--- config.mk ---
export PLATFORM = sky130hd
export DESIGN_NAME = multicycle_ctrl
export DESIGN_NICKNAME = d
export VERILOG_FILES = /design/src/rtl/mips_ctrl_pkg.sv /design/src/rtl/ctrl_decode.sv /design/src/rtl/multicycle_ctrl.sv
export SDC_FILE = /design/constraint.sdc
export NUM_CORES = 1
export LEC_CHECK = 0
export ABC_AREA = 1
export CORE_MARGIN = 2
export CORE_UTILIZATION = 54
export DETAILED_ROUTE_END_ITERATION = 8
export GPL_TIMING_DRIVEN = 0
export PLACE_DENSITY = 0.81
export SETUP_SLACK_MARGIN = 0.1
export SLEW_MARGIN = 20
export SYNTH_ARGS = -nofsm -noshare
export SYNTH_HDL_FRONTEND = slang
export SYNTH_SLANG_ARGS = --single-unit
--- constraint.sdc ---
create_clock -name clk -period 3.4 [get_ports clk]
set_input_delay 0.51 -clock clk [delete_from_list [all_inputs] [get_ports clk]]
set_output_delay 0.51 -clock clk [all_outputs]
set_load 0.05 [all_outputs]
--- src/rtl/mips_ctrl_pkg.sv ---
// Shared constants and types for the multicycle MIPS-subset controller.
// Opcodes, function codes, ALU select codes, FSM states and decode record.
package mips_ctrl_pkg;

  localparam logic [5:0] OP_RTYPE = 6'h00;
  localparam logic [5:0] OP_ADDI  = 6'h08;
  localparam logic [5:0] OP_LW    = 6'h23;
  localparam logic [5:0] OP_SW    = 6'h2B;
  localparam logic [5:0] OP_BEQ   = 6'h04;
  localparam logic [5:0] OP_J     = 6'h02;
  localparam logic [5:0] OP_HALT  = 6'h3F;

  localparam logic [5:0] FN_ADD = 6'h20;
  localparam logic [5:0] FN_SUB = 6'h22;
  localparam logic [5:0] FN_AND = 6'h24;
  localparam logic [5:0] FN_OR  = 6'h25;
  localparam logic [5:0] FN_SLT = 6'h2A;

  localparam logic [3:0] ALU_ADD = 4'b0010;
  localparam logic [3:0] ALU_SUB = 4'b0110;
  localparam logic [3:0] ALU_AND = 4'b0000;
  localparam logic [3:0] ALU_OR  = 4'b0001;
  localparam logic [3:0] ALU_SLT = 4'b0111;

  typedef enum logic [2:0] {
    S_FETCH, S_DECODE, S_EXECUTE, S_MEM, S_WRITEBACK, S_HALT
  } state_e;

  // IC_ALU covers every register-writing ALU op (legal R-type and addi).
  typedef enum logic [2:0] {
    IC_ALU, IC_LW, IC_SW, IC_BEQ, IC_J, IC_HALT, IC_ILLEGAL
  } iclass_e;

  typedef struct packed {
    logic       reg_dst;
    logic       alu_src;
    logic       mem_to_reg;
    logic       ovf_chk;
    logic [3:0] alu_ctrl;
    iclass_e    iclass;
    logic       legal;
  } dec_t;

  function automatic logic [31:0] br_offset(input logic [15:0] imm);
    return {{14{imm[15]}}, imm, 2'b00};
  endfunction

endpackage

--- src/rtl/ctrl_decode.sv ---
// Pure combinational instruction decode: opcode/funct to static datapath
// controls, ALU select, instruction class and legality.
module ctrl_decode
  import mips_ctrl_pkg::*;
(
  input  logic [5:0] opcode,
  input  logic [5:0] funct,
  output dec_t       dec
);

  always_comb begin
    dec = '{reg_dst: 1'b0, alu_src: 1'b0, mem_to_reg: 1'b1, ovf_chk: 1'b0,
            alu_ctrl: ALU_ADD, iclass: IC_ILLEGAL, legal: 1'b0};
    case (opcode)
      OP_RTYPE: begin
        dec.reg_dst = 1'b1;
        dec.iclass  = IC_ALU;
        dec.legal   = 1'b1;
        case (funct)
          FN_ADD: begin dec.alu_ctrl = ALU_ADD; dec.ovf_chk = 1'b1; end
          FN_SUB: begin dec.alu_ctrl = ALU_SUB; dec.ovf_chk = 1'b1; end
          FN_AND: dec.alu_ctrl = ALU_AND;
          FN_OR:  dec.alu_ctrl = ALU_OR;
          FN_SLT: dec.alu_ctrl = ALU_SLT;
          default: begin
            dec.iclass = IC_ILLEGAL;
            dec.legal  = 1'b0;
          end
        endcase
      end
      OP_ADDI: begin
        dec.alu_src = 1'b1;
        dec.ovf_chk = 1'b1;
        dec.iclass  = IC_ALU;
        dec.legal   = 1'b1;
      end
      OP_LW: begin
        dec.alu_src    = 1'b1;
        dec.mem_to_reg = 1'b0;
        dec.iclass     = IC_LW;
        dec.legal      = 1'b1;
      end
      OP_SW: begin
        dec.alu_src = 1'b1;
        dec.iclass  = IC_SW;
        dec.legal   = 1'b1;
      end
      OP_BEQ: begin
        dec.alu_ctrl = ALU_SUB;
        dec.iclass   = IC_BEQ;
        dec.legal    = 1'b1;
      end
      OP_J: begin
        dec.iclass = IC_J;
        dec.legal  = 1'b1;
      end
      OP_HALT: begin
        dec.iclass = IC_HALT;
        dec.legal  = 1'b1;
      end
      default: ;
    endcase
  end

endmodule

--- src/rtl/multicycle_ctrl.sv ---
// Multicycle controller: FETCH/DECODE/EXECUTE/MEM/WRITEBACK sequencing,
// PC and IR ownership, trap/illegal pulses and retired-instruction counter.
module multicycle_ctrl
  import mips_ctrl_pkg::*;
#(
  parameter logic [31:0] RESET_PC = 32'h0000_0000
) (
  input  logic        clk,
  input  logic        rst_n,
  output logic [31:0] imem_addr,
  input  logic [31:0] imem_data,
  input  logic        imem_ready,
  input  logic        zero,
  input  logic        overflow,
  output logic [25:0] Instruction,
  output logic        RegDst,
  output logic        MemRead,
  output logic        MemWrite,
  output logic        MemToReg,
  output logic        ALUSrc,
  output logic        RegWrite,
  output logic [3:0]  ALUControl_Signal,
  output logic        ovf_trap,
  output logic        illegal,
  output logic        halted,
  output logic [31:0] retired_cnt
);

  state_e      state_q, state_d;
  logic [31:0] pc_q, pc_d;
  logic [31:0] ir_q, ir_d;
  logic [31:0] cnt_q, cnt_d;
  logic        ovf_trap_q, ovf_trap_d;
  logic        illegal_q, illegal_d;
  logic        retire;
  dec_t        dec;

  ctrl_decode u_dec (
    .opcode (ir_q[31:26]),
    .funct  (ir_q[5:0]),
    .dec    (dec)
  );

  always_ff @(posedge clk) begin
    if (!rst_n) begin
      state_q    <= S_FETCH;
      pc_q       <= RESET_PC;
      ir_q       <= '0;
      cnt_q      <= '0;
      ovf_trap_q <= 1'b0;
      illegal_q  <= 1'b0;
    end else begin
      state_q    <= state_d;
      pc_q       <= pc_d;
      ir_q       <= ir_d;
      cnt_q      <= cnt_d;
      ovf_trap_q <= ovf_trap_d;
      illegal_q  <= illegal_d;
    end
  end

  always_comb begin
    state_d    = state_q;
    pc_d       = pc_q;
    ir_d       = ir_q;
    retire     = 1'b0;
    ovf_trap_d = 1'b0;
    illegal_d  = 1'b0;
    case (state_q)
      S_FETCH: begin
        if (imem_ready) begin
          ir_d    = imem_data;
          pc_d    = pc_q + 32'd4;
          state_d = S_DECODE;
        end
      end
      S_DECODE: begin
        if (!dec.legal) begin
          illegal_d = 1'b1;
          retire    = 1'b1;
          state_d   = S_FETCH;
        end else begin
          case (dec.iclass)
            IC_J: begin
              pc_d    = {pc_q[31:28], ir_q[25:0], 2'b00};
              retire  = 1'b1;
              state_d = S_FETCH;
            end
            IC_HALT: begin
              // PC parks on the halt instruction itself, not the one after.
              pc_d    = pc_q - 32'd4;
              retire  = 1'b1;
              state_d = S_HALT;
            end
            default: state_d = S_EXECUTE;
          endcase
        end
      end
      S_EXECUTE: begin
        case (dec.iclass)
          IC_BEQ: begin
            if (zero) pc_d = pc_q + br_offset(ir_q[15:0]);
            retire  = 1'b1;
            state_d = S_FETCH;
          end
          IC_LW, IC_SW: state_d = S_MEM;
          default: begin
            if (dec.ovf_chk && overflow) begin
              ovf_trap_d = 1'b1;
              retire     = 1'b1;
              state_d    = S_FETCH;
            end else begin
              state_d = S_WRITEBACK;
            end
          end
        endcase
      end
      S_MEM: begin
        if (dec.iclass == IC_SW) begin
          retire  = 1'b1;
          state_d = S_FETCH;
        end else begin
          state_d = S_WRITEBACK;
        end
      end
      S_WRITEBACK: begin
        retire  = 1'b1;
        state_d = S_FETCH;
      end
      S_HALT:  ;
      default: state_d = S_FETCH;
    endcase
    cnt_d = cnt_q + {31'd0, retire};
  end

  // Write enables drop immediately with rst_n, even mid-MEM/WRITEBACK.
  always_comb begin
    MemRead  = 1'b0;
    MemWrite = 1'b0;
    RegWrite = 1'b0;
    if (rst_n) begin
      case (state_q)
        S_MEM: begin
          MemRead  = (dec.iclass == IC_LW);
          MemWrite = (dec.iclass == IC_SW);
        end
        S_WRITEBACK: begin
          RegWrite = 1'b1;
          MemRead  = (dec.iclass == IC_LW);
        end
        default: ;
      endcase
    end
  end

  assign imem_addr         = pc_q;
  assign Instruction       = ir_q[25:0];
  assign RegDst            = dec.reg_dst;
  assign ALUSrc            = dec.alu_src;
  assign MemToReg          = dec.mem_to_reg;
  assign ALUControl_Signal = dec.alu_ctrl;
  assign ovf_trap          = ovf_trap_q;
  assign illegal           = illegal_q;
  assign halted            = (state_q == S_HALT);
  assign retired_cnt       = cnt_q;

endmodule

==> metrics.cfg <==
[floorplan]
fp.dieW_um = 125.4
die_area_mm2 = 0.01572
die_h_um = 125.4
io_pins = 140
core_mm2 = 0.01448
start_util = 0.5493
rows = 44

[synthesis]
synth_warnings = 0
syn_area_mm2 = 0.007954
yosysSeqAreaShare = 0.2492
netlist_instances = 1312
yosysTopAreaCellShare = 0.2492
synthTopCellsByArea = dfxtp_1 (25%), nand2_1 (15%), inv_1 (8.2%), nor2_1 (7.7%), a21oi_1 (6.5%)
syn_area_per_cell_um2 = 6.062
synthFlopType = dfxtp_1
synth_edf_count = 0
yosysUniqueCellTypes = 47
ys_ff_latch = 99
synthArstFlopShare = 0
synth_top_area_cell = dfxtp_1

[routing]
remaining_drc_errors = 0
first_pass_iters = 5
ant_nets = 0
wl_met1_um = 11530
drt-vias-per-instance = 5.470
post_drt_wl_per_cell_um = 16.33
drt_wl_total_um = 26970
wl_met3_um = 1938
vias = 9037
drtIter0Drc = 688
wl_met2_um = 12580
dr.max_layer_used = met4

[worst_setup_path]
cp.required_ps = 2890
start_kind = input pin
cpMostUsedCell = clkbuf_1
path_buf_inv = 3
crit_type = input pin to output port
rrSetupSlack_ps = 350
slowest_delay_ps = 820
cp_cell_sequence = clkbuf_1, clkbuf_1, o21ai_0, nor2_1, clkdlybuf4s50_1
cp-end-kind = output port
cp.arrival_ps = 2700
crit_fanout = 10
cp_slowest_cell = clkdlybuf4s50_1
crit_family = buffers and inverters

[pwr]
ir_drop_v = 0.0002995
p_per_area_mw_per_mm2 = 488.6
leakagePower_nw = 4.462
total_power_mw = 4.835

[global_routing]
grt_max_degree = 19
grt_pass1_wl_um = 42660
antenna_found_initial = 0
gr-total-overflow = 0
grt_pass1_vias = 8455
track_usage = 0.3388

[layout]
drive_gt1_frac = 0.07970
nNetsFinal = 1533
syn_to_final_growth_pct = 24.41
seq_area_mm2 = 0.001982
n_antenna_cell = 0
stdcell_area_mm2 = 0.009896
fillCellCount = 1371
post-route-util = 0.6835
multi_input_area_mm2 = 0.004900

[cts]
clock_sinks = 99
h-tree-depth = 3
clock_latency_ps = 360
clockBufferDepth = 2
path_clk_slew_ps = 80
cts_tree = built
cts_root_buf = clkbuf_16
cts_buffers = 9

[place]
post_dp_cell_area_mm2 = 0.009543
gp_congestion = 1.006
numPortBuffers = 135
dp_hpwl_um = 21940

[status]
outcome = completed

[sta]
slew-limit-headroom = 0.4265
worst_pin_slew_ps = 860.3
fin_crit_sh = 0.9436
clock_skew_ps = 12.76
finalHoldViolCount = 0
fin_crit_ps = 3208
setup-violations-final = 0
rsz0062_at_grt = true
drv_slew = 0
fin_setup_tns_ps = 0
max_freq_mhz = 311.7
hold-worst-slack_ps = 475.2

[flow_run]
max_cap_violations = 0

[hold_path]
min-delay-path-class = flop to flop

-- placed cells by master (no fill, tap or decap), types with 25 or more instances in the layout --
cell type,count
a21oi_1,103
buf_4,34
clkdlybuf4s50_1,135
dfxtp_1,99
ha_1,32
inv_1,173
nand2_1,328
nand3_1,97
nand4_1,25
nor2_1,162
o21ai_0,67
-- worst register-to-register path, delay by kind of cell, from the launching register on --
| family | cells | cell delay [ps] |
|---|---|---|
| fa+ha+maj | 1 | 480 |
| simple gates | 9 | 1550 |
| compound gates | 1 | 150 |
| flops | 1 | 460 |
| buf+inv | 1 | 340 |
-- where the power goes --
| group | internal (mW) | leakage (nW) | total (mW) | switching, mW |
|---|---|---|---|---|
| registers | 1.29 | 0.811 | 1.50 | 0.209 |
| clock network | 0.607 | 0.154 | 1.11 | 0.502 |
| logic | 0.762 | 3.50 | 2.23 | 1.47 |
| total | 2.66 | 4.46 | 4.83 | 2.18 |
-- cell usage after synthesis, types with 3 or more instances --
master,n
o21ai_0,68
buf_6,4
o21a_1,6
nor3_1,24
a21oi_2,12
nand2_1,328
inv_2,8
o21ai_1,15
a21oi_1,103
xnor2_1,6
o21bai_1,4
ha_1,32
nor2_1,164
buf_2,5
nor3b_1,5
a22oi_1,4
nand4_1,25
a31oi_1,3
nand3_1,97
buf_4,31
or2_2,7
dfxtp_1,99
clkbuf_1,19
inv_1,174
nor4_1,3
nor2_2,12
xor2_1,21
nand3b_1,6
-- cell type report --
cell class,count,share of cell area
Buffer,60,0.03983
Timing Repair Buffer,138,0.1388
Tap cell,184,0.02326
Inverter,184,0.07068
Clock buffer,10,0.02415
Sequential cell,99,0.2003
Clock inverter,6,0.007839
Multi-Input combinational cell,971,0.4951
-- layer usage --
metal,track usage,vias up
met4,0.1281,0
li1,-,4508
met5,0,-
met1,0.4374,4129
met3,0.04878,63
met2,0.5742,337
-- cells by family (layout without fill, tap and decap cells) --
family	count (synthesis)	after routing	share of synthesized area
DFF	99	99	0.2492
buffers and inverters	244	398	0.1370
AOI/OAI and AO/OA	223	223	0.1564
xor gates and xnor gates	27	27	0.02973
and+or+nand+nor	685	685	0.3744
adders and majority gates	33	33	0.05285
other	1	3	0.0004715
-- final timing paths --
check	start	to	cells after the start
setup / recovery	rst_n	MemRead	5
setup reg to reg	state_q[2]	imem_addr[29]	12
hold / removal	retired_cnt[31]	retired_cnt[31]	2
hold reg to reg	retired_cnt[31]	retired_cnt[31]	2
-- flip-flops by register name (all words and copies together) (netlist names) --
signal       cells
illegal          1
imem_addr       30
ir_q            32
ovf_trap         1
retired_cnt     32
state_q          3
-- per-stage QoR --
stage / setup slack, ps / cells
after floorplan: 559.1 / 1314
after global placement: 256.8 / 1633
after detailed placement: 208.4 / 1633
after CTS: 188.8 / 1649
after global routing: 53.70 / 1652
final: 191.7 / 1652
-- what timing repair did --
item	4_1_cts	5_1_grt
endpoints found under the setup margin	0	17
buffers inserted	0	3
hold buffers	0	0
endpoints found under the hold margin	0	0
gates resized for setup	0	5
Note: power is estimated with default switching activity, not from simulation.
